### src/rtl/parallel_cnt_sched_pkg.sv
// rtl/parallel_cnt_sched_pkg.sv - shared state encoding and width defaults for parallel_cnt_sched
package parallel_cnt_sched_pkg;

   localparam int WIN_W_DEF = 8;
   localparam int SUM_W_DEF = WIN_W_DEF + 3;
   localparam int PCNT_W    = 3;

   typedef enum logic [1:0] {
      IDLE  = 2'd0,
      RUN   = 2'd1,
      DRAIN = 2'd2,
      DONE  = 2'd3
   } state_t;

endpackage

### src/rtl/parallelCnt7.sv
// rtl/parallelCnt7.sv - 7-input parallel counter (population count of 7 bits) built from full adders
module parallelCnt7 (
   input  logic [6:0] in,
   output logic [2:0] out
);

   logic w_s1, w_c1, w_s2, w_c2, w_c3;

   // Two first-level full adders reduce six inputs; the third folds in in[6].
   assign w_s1   = in[0] ^ in[1] ^ in[2];
   assign w_c1   = (in[0] & in[1]) | (in[2] & (in[0] ^ in[1]));
   assign w_s2   = in[3] ^ in[4] ^ in[5];
   assign w_c2   = (in[3] & in[4]) | (in[5] & (in[3] ^ in[4]));
   assign out[0] = w_s1 ^ w_s2 ^ in[6];
   assign w_c3   = (w_s1 & w_s2) | (in[6] & (w_s1 ^ w_s2));
   assign out[1] = w_c1 ^ w_c2 ^ w_c3;
   assign out[2] = (w_c1 & w_c2) | (w_c3 & (w_c1 ^ w_c2));

endmodule

### src/rtl/parallel_cnt_sched.sv
// rtl/parallel_cnt_sched.sv - windowed popcount accumulator; PARALLEL_CNT_SCHED_PIPE_EN registers the popcount and adds a DRAIN cycle
module parallel_cnt_sched
   import parallel_cnt_sched_pkg::*;
#(
   parameter int WIN_W = WIN_W_DEF,
   parameter int SUM_W = WIN_W + 3
) (
   input  logic             clk,
   input  logic             rst,
   input  logic             start,
   input  logic             clear,
   input  logic [WIN_W-1:0] win_len,
   input  logic             in_valid,
   input  logic [6:0]       in_bits,
   output logic             in_ready,
   output logic             busy,
   output logic             done,
   output logic [SUM_W-1:0] sum
);

   state_t             r_state;
   state_t             w_state_nxt;
   logic [WIN_W-1:0]   r_win_len;
   logic [WIN_W-1:0]   r_cnt;
   logic [WIN_W-1:0]   w_cnt_inc;
   logic [SUM_W-1:0]   r_sum;
   logic [PCNT_W-1:0]  w_pcnt;
   logic               w_accept;
   logic               w_last;

   parallelCnt7 u_pcnt (
      .in  (in_bits),
      .out (w_pcnt)
   );

   assign w_accept  = (r_state == RUN) && in_valid;
   assign w_cnt_inc = r_cnt + 1'b1;
   assign w_last    = w_accept && (w_cnt_inc == r_win_len);

   assign in_ready = (r_state == RUN);
   assign busy     = (r_state != IDLE);
   assign done     = (r_state == DONE);
   assign sum      = r_sum;

   always_ff @(posedge clk) begin
      if (rst) begin
         r_state <= IDLE;
      end else begin
         r_state <= w_state_nxt;
      end
   end

   always_comb begin
      w_state_nxt = r_state;
      case (r_state)
         IDLE: begin
            if (start) begin
               w_state_nxt = (win_len == '0) ? DONE : RUN;
            end
         end
         RUN: begin
            if (w_last) begin
`ifdef PARALLEL_CNT_SCHED_PIPE_EN
               w_state_nxt = DRAIN;
`else
               w_state_nxt = DONE;
`endif
            end
         end
         DRAIN:   w_state_nxt = DONE;
         DONE:    w_state_nxt = IDLE;
         default: w_state_nxt = IDLE;
      endcase
      if (clear) begin
         w_state_nxt = IDLE;
      end
   end

`ifdef PARALLEL_CNT_SCHED_PIPE_EN
   logic [PCNT_W-1:0] r_pcnt;

   // r_pcnt is zero on any cycle without an accepted beat, so RUN/DRAIN can add it unconditionally.
   always_ff @(posedge clk) begin
      if (rst || clear) begin
         r_sum     <= '0;
         r_cnt     <= '0;
         r_win_len <= '0;
         r_pcnt    <= '0;
      end else begin
         r_pcnt <= w_accept ? w_pcnt : '0;
         if (r_state == IDLE && start) begin
            r_win_len <= win_len;
            r_sum     <= '0;
            r_cnt     <= '0;
         end else if (r_state == RUN || r_state == DRAIN) begin
            r_sum <= r_sum + {{(SUM_W-PCNT_W){1'b0}}, r_pcnt};
         end
         if (w_accept) begin
            r_cnt <= w_cnt_inc;
         end
      end
   end
`else
   always_ff @(posedge clk) begin
      if (rst || clear) begin
         r_sum     <= '0;
         r_cnt     <= '0;
         r_win_len <= '0;
      end else begin
         if (r_state == IDLE && start) begin
            r_win_len <= win_len;
            r_sum     <= '0;
            r_cnt     <= '0;
         end else if (w_accept) begin
            r_sum <= r_sum + {{(SUM_W-PCNT_W){1'b0}}, w_pcnt};
            r_cnt <= w_cnt_inc;
         end
      end
   end
`endif

endmodule

### config.mk
export PLATFORM = sky130hd
export DESIGN_NAME = parallel_cnt_sched
export DESIGN_NICKNAME = d
export VERILOG_FILES = /design/src/rtl/parallel_cnt_sched_pkg.sv /design/src/rtl/parallelCnt7.sv /design/src/rtl/parallel_cnt_sched.sv
export SDC_FILE = /design/constraint.sdc
export NUM_CORES = 1
export LEC_CHECK = 0
export BUFFER_PORTS_ARGS = -buffer_cell sky130_fd_sc_hd__buf_2
export CAP_MARGIN = 20
export CORE_UTILIZATION = 35
export CTS_BUF_LIST = sky130_fd_sc_hd__clkbuf_16
export CTS_CLUSTER_DIAMETER = 200
export CTS_CLUSTER_SIZE = 40
export DETAILED_ROUTE_END_ITERATION = 8
export GPL_TIMING_DRIVEN = 0
export HOLD_SLACK_MARGIN = 0.03
export PLACE_DENSITY = 0.63
export SYNTH_ARGS = -nofsm -noshare
export SYNTH_HDL_FRONTEND = slang
export SYNTH_SLANG_ARGS = --single-unit
### constraint.sdc
create_clock -name clk -period 3.2 [get_ports clk]
set_clock_uncertainty 0.05 [all_clocks]
set_input_delay 0 -clock clk [delete_from_list [all_inputs] [get_ports clk]]
set_output_delay 0 -clock clk [all_outputs]
set_load 0.05 [all_outputs]
# --- Word level (Yosys, flattened, before mapping) ---
# Index checks and enable logic that the tools add are counted.
word_totals:
  register_bits: 29
  latchBits: 0
  mem_bits_rw: 0
  rom_bits: 0
  memories: 0
classes:
  addsub: 2
  n_mul: 0
  div: 0
  n_lt_le_gt_ge: 0
  n_eq_ne: 6
  n_shift: 0
  n_mux: 4
  bitwise: 20
  n_reduce_logical: 10
op_table:
  columns: ["operator", "count"]
  rows:
  - ["adder 11 x 3 -> 11 bit", 1]
  - ["adder 8 x 1 -> 8 bit, second input constant", 1]
  - ["AND 1 bit", 8]
  - ["== test 8 bit", 1]
  - ["logical NOT 8 bit", 1]
  - ["one-hot mux 2 bit (4 select lines)", 1]
  - ["XOR 1 bit", 8]
  - ["two-way mux 2 bit", 3]
  - ["== test 2 bit, second input constant", 2]
  - ["bitwise OR 1 bit", 4]
  - ["OR reduction 2 bit", 2]
  - ["logical AND 1 bit", 3]
  - ["== test 2 x 1 -> 1 bit, second input constant", 1]
  - ["logical NOT 2 bit", 1]
  - ["inequality test 2 x 1 -> 1 bit, second input constant", 1]
  - ["inequality test 2 bit, second input constant", 1]
  - ["AND reduction 2 bit", 1]
  - ["nonzero test 2 bit", 1]
  - ["logical OR 1 bit", 1]

# --- Longest topological paths before layout ---
# Gate-level depths: netlist of run 1.
depth:
  word_depth: 8
  mapped_depth: 12
  depth_no_buf: 12

# --- Cells and area by module ---
# Synthesis of run 1 repeated with hierarchy kept, for this count alone.
unflattened:
  cells_unflattened: 202
  hier_area_um2: 1697.9
modules_own_cells:
  columns: ["module", "instances", "cells_each", "area_each_um2", "seq_area_each_um2"]
  rows:
  - ["parallel_cnt_sched", 1, 190, 1587.8, 580.6]
  - ["parallelCnt7", 1, 12, 110.1, 0.0]

# --- Worst setup path after synthesis of run 1 ---
# Ideal clock, no wire load.
synth_timing:
  kind: "input -> register"
  start: "input port in_bits[0]"
  end: "register r_sum[10] (netlist: sum[10])"
  setup_ps: 124
  t_arrival_ps: 2450
  required_ps: 3026
  setup_slack_ps: 576
  stages: 10
  path_buffers: 0
  cell_sequence: "fa_1 > fa_1 > inv_1 > fa_1 > fa_1 > nor2b_1 > o211a_1 > nand4_1 > xor2_1 > nor2_1"
synth_via:
  elab_chain_len: 8
  elab_cells_between_ends: 16
  classes_between: "add/sub (1); bitwise (15)"
synth_lines:
  columns: ["item", "line_no", "rtl"]
  rows:
  - ["start, declared", "parallel_cnt_sched.sv:14", "input logic [6:0] in_bits,"]
  - ["XOR 1 bit", "parallelCnt7.sv:10, parallelCnt7.sv:11", null]
  - ["XOR 1 bit", "parallelCnt7.sv:10", "assign w_s1 = in[0] ^ in[1] ^ in[2];"]
  - ["XOR 1 bit", "parallelCnt7.sv:14, parallelCnt7.sv:15", null]
  - ["AND 1 bit", "parallelCnt7.sv:15", "assign w_c3 = (w_s1 & w_s2) | (in[6] & (w_s1 ^ w_s2));"]
  - ["bitwise OR 1 bit", "parallelCnt7.sv:15", null]
  - ["AND 1 bit", "parallelCnt7.sv:17", "assign out[2] = (w_c1 & w_c2) | (w_c3 & (w_c1 ^ w_c2));"]
  - ["bitwise OR 1 bit", "parallelCnt7.sv:17", null]
  - ["adder 11 x 3 -> 11 bit (*)", "parallel_cnt_sched.sv:115", "r_sum <= r_sum + {{(SUM_W-PCNT_W){1'b0}}, w_pcnt};"]
  - ["end signal, assigned", "parallel_cnt_sched.sv:115", null]
  - ["end, declared", "parallel_cnt_sched.sv:26", "logic [SUM_W-1:0] r_sum;"]
# Every way passes the cells marked *; elsewhere a longest branch is shown, timed or not.
# A chain may end at the register's enable or synchronous reset.

# --- Worst setup path in the final report of run 1 ---
layout_timing:
  start: "register r_cnt[1]"
  end: "register r_state[0]"
layout_via:
  elab_chain_len: 5
layout_lines:
  columns: ["item", "line_no", "rtl"]
  rows:
  - ["start, declared", "parallel_cnt_sched.sv:24", "logic [WIN_W-1:0] r_cnt;"]
  - ["start signal, assigned", "parallel_cnt_sched.sv:116", "r_cnt <= w_cnt_inc;"]
  - ["adder 8 x 1 -> 8 bit", "parallel_cnt_sched.sv:37", "assign w_cnt_inc = r_cnt + 1'b1;"]
  - ["== test 8 bit", "parallel_cnt_sched.sv:38", "assign w_last = w_accept && (w_cnt_inc == r_win_len);"]
  - ["logical AND 1 bit", "parallel_cnt_sched.sv:38", null]
  - ["inequality test 2 x 1 -> 1 bit (no line)", null, null]
  - ["AND reduction 2 bit (no line)", null, null]
  - ["end signal, assigned", "parallel_cnt_sched.sv:49", "r_state <= w_state_nxt;"]
  - ["end, declared", "parallel_cnt_sched.sv:21", "state_t r_state;"]
# No other way between the ends.

==> impl_metrics.json, run 1 <==
{
  "vias": 1569,
  "syn2layout_area_growth_pct": 29.0,
  "finalCritPeriodShare": 0.848,
  "synth_area_per_cell_um2": 8.53,
  "viasPerCell": 4.83,
  "clockBufferDepth": 2,
  "fin_nets": 290,
  "final-instance-count-excl-fill": 325,
  "drtIter0Drc": 75,
  "maxSlewHeadroom": 0.701,
  "track_usage": 0.154,
  "ys_seq_area_frac": 0.332,
  "clock-sinks": 29,
  "grt_overflow_total": 0,
  "p_leak_nw": 0.951,
  "clk_latency_ps": 270,
  "ys_async_sr_fraction": 0,
  "finalSetupTns_ps": 0,
  "placed_cells": 305,
  "hold_violations": 0,
  "finalPower_mw": 0.939,
  "synthesis.area_mm2": 0.00175,
  "final_cell_area_mm2": 0.00226,
  "crit_buf_inv": 2,
  "path_clk_slew_ps": 50,
  "yosysMostFrequentCell": "dfxtp_1",
  "cts_tree": "built",
  "fin_crit_ps": 2710,
  "ant_nets": 0,
  "arrival_ps": 2870,
  "crit_type": "reg2reg",
  "grt_pass1_vias": 1416,
  "worst_ep_required_time_ps": 3360,
  "worstSetupEndpointType": "flip-flop",
  "globalplace.congestion": 0.832,
  "slowest_delay_ps": 560,
  "status": "finished, final reports clean",
  "cp_top_family": "buffers and inverters",
  "pin_count": 34,
  "drc": 0,
  "fin_hold_ws_ps": 171,
  "routedWlPerCell_um": 11.2,
  "cts_buffers": 5,
  "num_rows": 25,
  "die_area_mm2": 0.00528,
  "syn_inst": 205,
  "power_density_mw_per_mm2": 416,
  "synth_nets": 238,
  "grt_pass1_wl_um": 6180,
  "htree_num_levels": 2,
  "synth_warnings": 0,
  "drive_gt1_frac": 0.205,
  "worst-path-max-fanout": 9,
  "ys_ff_latch": 29,
  "startpoint_type": "flip-flop",
  "pre_cts_ws_ps": 335,
  "ys_top_cells_by_area": "dfxtp_1, xor2_1, fa_1, ha_1, nand2_1",
  "yosysTopAreaCell": "dfxtp_1",
  "cts_resized": 0,
  "fillers": 491,
  "clockRootBuffer": "clkbuf_16",
  "routed_wl_um": 3640,
  "synth-main-ff-cell": "dfxtp_1",
  "crit_chain": "ha_1 > buf_2 > nand2b_2 > and2_2 > a222oi_1 > o2111ai_1 > a2bb2oi_2 > mux2i_1 > dlygate4sd3_1",
  "core-area_mm2": 0.00475,
  "slew_viol_final": 0,
  "synth_top_cells_by_count": "dfxtp_1, nand2_1, nor2_1",
  "io_buffers": 33,
  "grt_antenna_before_repair": 0,
  "firstDrtPassIters": 4,
  "hpwl_um": 2660,
  "fp.dieH_um": 72.7,
  "worstHoldPathType": "in2reg",
  "setup_slack_ps": 487,
  "post_dp_cell_area_mm2": 0.00200,
  "yosysUniqueCellTypes": 45,
  "synth_enable_flop_cells": 0,
  "die_w_um": 72.7,
  "worst-slew-pin-transition_ps": 448,
  "timing.fmax_mhz": 369,
  "irDropWorstVdd_mv": 0.235,
  "rsz0062_at_grt": "false",
  "yosysTopAreaCellShare": 0.332,
  "antenna_cells": 0,
  "finalSetupViolCount": 0,
  "slowest_stage": "dlygate4sd3_1",
  "fin_util": 0.474,
  "grt_max_degree": 11,
  "drv_cap": 0,
  "initial_core_util": 0.368
}
==> metal layers <==
metal | track usage | share of wire | routed length [um]
met4 | 0.0588 | 0.0058 | 21
met1 | 0.199 | 0.49 | 1770
met3 | 0.0511 | 0.045 | 165
met2 | 0.237 | 0.46 | 1680
met5 | 0 | 0 | 0
==> kinds of logic (layout without fill, tap and decap cells) <==
group	Yosys count	count (layout)	share of synthesized area
and+or+nand+nor	91	91	0.263
AOI/OAI and AO/OA	31	31	0.121
DFF	29	29	0.332
xor gates and xnor gates	20	20	0.104
buffers and inverters	20	73	0.0601
adders and majority gates	13	13	0.114
muxes	1	1	0.00572
==> sequential cells by signal, indices dropped and copies added (netlist names) <==
| name | cells |
|---|---|
| r_cnt | 8 |
| sum | 11 |
| r_win_len | 8 |
| r_state | 2 |
==> repair_timing <==
| action | in CTS | in global routing |
|---|---|---|
| hold buffers | 12 | 0 |
| hold endpoints to repair | 10 | 0 |
| buffers inserted | 0 | 0 |
==> area by class of cell <==
class                      instances  area [um2]  share of cell area
timing repair buffer              45         285               0.126
clock buffer                       5         125              0.0555
inverter                          11        41.3              0.0183
clock inverter                     3        12.5             0.00555
sequential                        29         581               0.257
tap                               67        83.8              0.0372
buffer                             9        63.8              0.0283
multi-input combinational        156        1060               0.471
==> worst paths after layout <==
check / from / to / slack (ps) / cells past startpoint
max: r_cnt[1]$_SDFFE_PP0P_ / r_state[0]$_SDFFE_PP0P_ / 490 / 9
min: in_valid / sum[0]$_SDFFE_PP0P_ / 170 / 4
max reg2reg: r_cnt[1]$_SDFFE_PP0P_ / r_state[0]$_SDFFE_PP0P_ / 490 / 9
min reg2reg: r_win_len[1]$_SDFFE_PP0P_ / r_win_len[1]$_SDFFE_PP0P_ / 430 / 2
==> placed cells by master, fill, tap and decap left out, drive strengths merged <==
cell / Yosys / routed
nor3b: 1 / 1
or3: 3 / 3
fa: 5 / 5
o21ai: 3 / 3
xor2: 13 / 13
and2: 4 / 4
dlygate4sd3: 0 / 12
a31oi: 4 / 4
o311ai: 1 / 1
o2111ai: 1 / 1
nor4b: 1 / 1
a222oi: 1 / 1
nor4: 3 / 3
o211a: 2 / 2
clkbuf: 2 / 7
nand2: 25 / 25
a2bb2oi: 1 / 1
nand4: 7 / 7
dfxtp: 29 / 29
nor2: 21 / 21
nand3: 12 / 12
a21o: 2 / 2
a31o: 1 / 1
or2: 2 / 2
buf: 6 / 39
nor2b: 3 / 3
clkinv: 0 / 3
ha: 8 / 8
dlygate4sd1: 1 / 1
inv: 11 / 11
nand2b: 2 / 2
o221a: 1 / 1
xnor2: 7 / 7
a211oi: 1 / 1
and3: 4 / 4
nor3: 3 / 3
a21oi: 13 / 13
mux2i: 1 / 1
==> tightest hold or removal path, cell delays in order <==
cell	delay, ps
buf_2	90
nand2_1	170
nand2_1	120
a21oi_1	50
==> power by group <==
part / internal, mW / switching, mW
clock network: 0.280 / 0.152
registers: 0.368 / 0.00652
logic: 0.0590 / 0.0738
total: 0.707 / 0.232
Power figures use the tool's default switching activity.
==> inputs of run 2 (changes only) <==
--- a/config.mk
+++ b/config.mk
@@ -5,6 +5,7 @@
 export SDC_FILE = /design/constraint.sdc
 export NUM_CORES = 1
 export LEC_CHECK = 0
+export ABC_AREA = 1
 export BUFFER_PORTS_ARGS = -buffer_cell sky130_fd_sc_hd__buf_2
 export CAP_MARGIN = 20
 export CORE_UTILIZATION = 35
==> constraint.sdc (replaced) <==
create_clock -name clk -period 2.5 [get_ports clk]
set_clock_uncertainty 0.05 [all_clocks]
set_input_delay 0 -clock clk [delete_from_list [all_inputs] [get_ports clk]]
set_output_delay 0 -clock clk [all_outputs]
set_load 0.05 [all_outputs]
==> run 2 against run 1 <==
Effect of this change: the run now ends with setup timing left; non-clock buffer count increased by 4; via count rose by 5.4%; power grew 29%; combinational power grew 30%; critical endpoint is now sum[10]$_SDFFE_PP0P_; hold slack worse by 100 ps; count of clock-buffer cells in the layout unchanged; worst setup slack lost 700 ps; die area decreased by 2.4%; global-route usage is 0.79 points higher; sequential power is 28% higher; utilization rose by 1.8 points; critical path depth increased by 6.
==> impl_metrics.json, run 2 <==
{
  "layout_commonest_cell": "nand2_1",
  "maxSlewHeadroom": 0.627,
  "worst-slew-pin-transition_ps": 560,
  "fin_nets": 333,
  "grt_max_degree": 11,
  "die_area_mm2": 0.00516,
  "p_leak_nw": 1.09,
  "slowest_stage": "fa_1",
  "die_w_um": 71.8,
  "viasPerCell": 4.66,
  "core-area_mm2": 0.00469,
  "synth_top_cells_by_count": "nand2_1, inv_1, dfxtp_1, nor2_1, a21oi_1",
  "grt_overflow_total": 0,
  "slowest_delay_ps": 490,
  "clockRootBuffer": "clkbuf_16",
  "timing.fmax_mhz": 369,
  "synthesis.area_mm2": 0.00171,
  "antenna_cells": 0,
  "grt_pass1_vias": 1552,
  "multi_input_area_mm2": 0.00100,
  "ys_top_cells_by_area": "dfxtp_1, nand2_1, inv_1, nor2_1, a21oi_1",
  "yosysUniqueCellTypes": 29,
  "drtIter0Drc": 79,
  "yosysTopAreaCellShare": 0.340,
  "clockBufferDepth": 2,
  "crit_chain": "buf_6 > fa_1 > fa_2 > inv_2 > fa_1 > fa_2 > or2_4 > nand2_4 > nand2_4 > nor2_4 > nand2_2 > nor3_4 > nand3_1 > xor2_1 > nor2_1",
  "pwr-share-clk": 0.460,
  "final-instance-count-excl-fill": 355,
  "worst-path-max-fanout": 3,
  "finalSetupTns_ps": -728,
  "yosysMostFrequentCell": "nand2_1",
  "largest_register_ffs": 11,
  "p_switching_mw": 0.304,
  "comb_power_share": 0.143,
  "worstHoldPathType": "in2reg",
  "rsz0062_at_grt": "true",
  "syn2layout_area_growth_pct": 35.5,
  "firstDrtPassIters": 4,
  "hpwl_um": 2700,
  "synth_enable_flop_cells": 0,
  "worst_ep_required_time_ps": 2590,
  "irDropWorstVdd_mv": 0.268,
  "r2r-end": "sum[10]$_SDFFE_PP0P_",
  "clk_latency_ps": 270,
  "switching_share": 0.251,
  "crit_type": "in2reg",
  "worstSetupEndpointType": "flip-flop",
  "cp_top_family": "adder cells",
  "arrival_ps": 2800,
  "hold_violations": 0,
  "r2r_start": "sum[0]$_SDFFE_PP0P_",
  "drc": 0,
  "synth_nets": 275,
  "drv_cap": 0,
  "synth-main-ff-cell": "dfxtp_1",
  "syn_inst": 242,
  "fin_crit_ps": 2710,
  "routed_wl_um": 3810,
  "mostFrequentLayoutCells": "nand2_1, inv_1, buf_2",
  "finalCritPeriodShare": 1.09,
  "setup_slack_ps": -213,
  "fp.dieH_um": 71.8,
  "crit_buf_inv": 2,
  "hold_start": "win_len[7]",
  "cts_tree": "built",
  "startpoint_type": "primary input",
  "grt_antenna_before_repair": 0,
  "hold_end": "r_win_len[7]$_SDFFE_PP0P_",
  "r2r_slack_ps": 320,
  "yosysTopAreaCell": "dfxtp_1",
  "ant_nets": 0,
  "violations": "setup timing",
  "drive_gt1_frac": 0.252,
  "synth_warnings": 0,
  "ys_ff_latch": 29,
  "p_int_mw": 0.906,
  "cts_buffers": 5,
  "grt_pass1_wl_um": 6420,
  "routedWlPerCell_um": 10.7,
  "path_clk_slew_ps": 50,
  "htree_num_levels": 2,
  "finalSetupViolCount": 6,
  "clock-sinks": 29,
  "initial_core_util": 0.364,
  "status": "finished, violations left",
  "placed_cells": 329,
  "globalplace.congestion": 0.796,
  "synth_area_per_cell_um2": 7.05,
  "ys_seq_area_frac": 0.340,
  "finalPower_mw": 1.21,
  "fillers": 457,
  "seq_area_um2": 581,
  "vias": 1653,
  "ys_async_sr_fraction": 0,
  "track_usage": 0.162,
  "hold_depth": 3,
  "slew_viol_final": 0,
  "io_buffers": 33,
  "p_seq_frac": 0.397,
  "power_density_mw_per_mm2": 523,
  "r2r_cells": 12,
  "pin_count": 34,
  "num_rows": 25
}
-- run 2: layout make-up --
cell class                 count  area share
sequential                    29       0.251
inverter                      37      0.0601
timing repair buffer          51       0.151
clock buffer                   5      0.0541
clock inverter                 3     0.00541
tap                           54      0.0292
buffer                         7      0.0152
multi-input combinational    169       0.434
-- run 2: per-stage QoR --
| step | utilization | instance area, um2 | hold slack [ps] | worst slack [ps] |
|---|---|---|---|---|
| floorplan | - | 1710 | 117 | -426 |
| global placement | 0.414 | 1940 | 226 | -642 |
| detailed placement | 0.414 | 1940 | 226 | -650 |
| CTS | 0.477 | 2240 | 52.7 | -247 |
| global route | 0.493 | 2310 | 90.7 | -364 |
| finish | 0.493 | 2310 | 67.1 | -213 |
-- run 2: power groups by stage --
stage / Combinational (mW) / Sequential (mW) / Clock, mW
3_5_place_dp: 0.153 / 0.489 / 0
5_1_grt: 0.200 / 0.481 / 0.579
3_3_place_gp: 0.150 / 0.489 / 0
2_1_floorplan: 0.107 / 0.490 / 0
6_report: 0.173 / 0.480 / 0.557
4_1_cts: 0.165 / 0.480 / 0.568
-- run 2: worst max path at each step --
stage | from | to | slack [ps] | cells after the start
after global routing | in_bits[0] | sum[10]$_SDFFE_PP0P_ | -360 | 15
after floorplan | in_bits[2] | sum[10]$_SDFFE_PP0P_ | -430 | 14
after CTS | in_bits[0] | sum[10]$_SDFFE_PP0P_ | -250 | 15
after global placement | in_bits[2] | sum[10]$_SDFFE_PP0P_ | -640 | 15
final | in_bits[0] | sum[10]$_SDFFE_PP0P_ | -210 | 15
after detailed placement | in_bits[2] | sum[10]$_SDFFE_PP0P_ | -650 | 15
-- run 2: layer usage --
metal | global-route usage | share of wire | vias up
li1 | - | - | 885
met1 | 0.188 | 0.45 | 734
met2 | 0.279 | 0.50 | 30
met3 | 0.0422 | 0.036 | 4
met4 | 0.0719 | 0.0095 | 0
met5 | 0 | 0 | -
-- run 2: worst register-to-register path: stages, from the launching register on --
cell and delay [ps]:
dfxtp_1 350, ha_1 210, inv_1 80, fa_2 360, or2_4 250, nand2_4 70
nand2_4 50, nor2_4 100, nand2_2 90, nor3_4 130, nand3_1 110, xor2_1 140
nor2_1 50
-- run 2: repair_timing --
| item | CTS | global route |
|---|---|---|
| cloned | 0 | 0 |
| setup buffers | 9 | 2 |
| endpoints found under the hold margin | 7 | 0 |
| resized for setup | 5 | 16 |
| hold buffers | 7 | 0 |
| pin swaps | 15 | 6 |
| endpoints found under the setup margin | 5 | 7 |
-- run 2: cells by family (layout without fill, tap and decap cells) --
group	after synthesis	after routing	synth area share
xor gates and xnor gates	4	4	0.0205
DFF	29	29	0.340
adders and majority gates	13	13	0.117
AOI/OAI and AO/OA	42	42	0.128
buffers and inverters	44	103	0.102
and+or+nand+nor	110	110	0.293
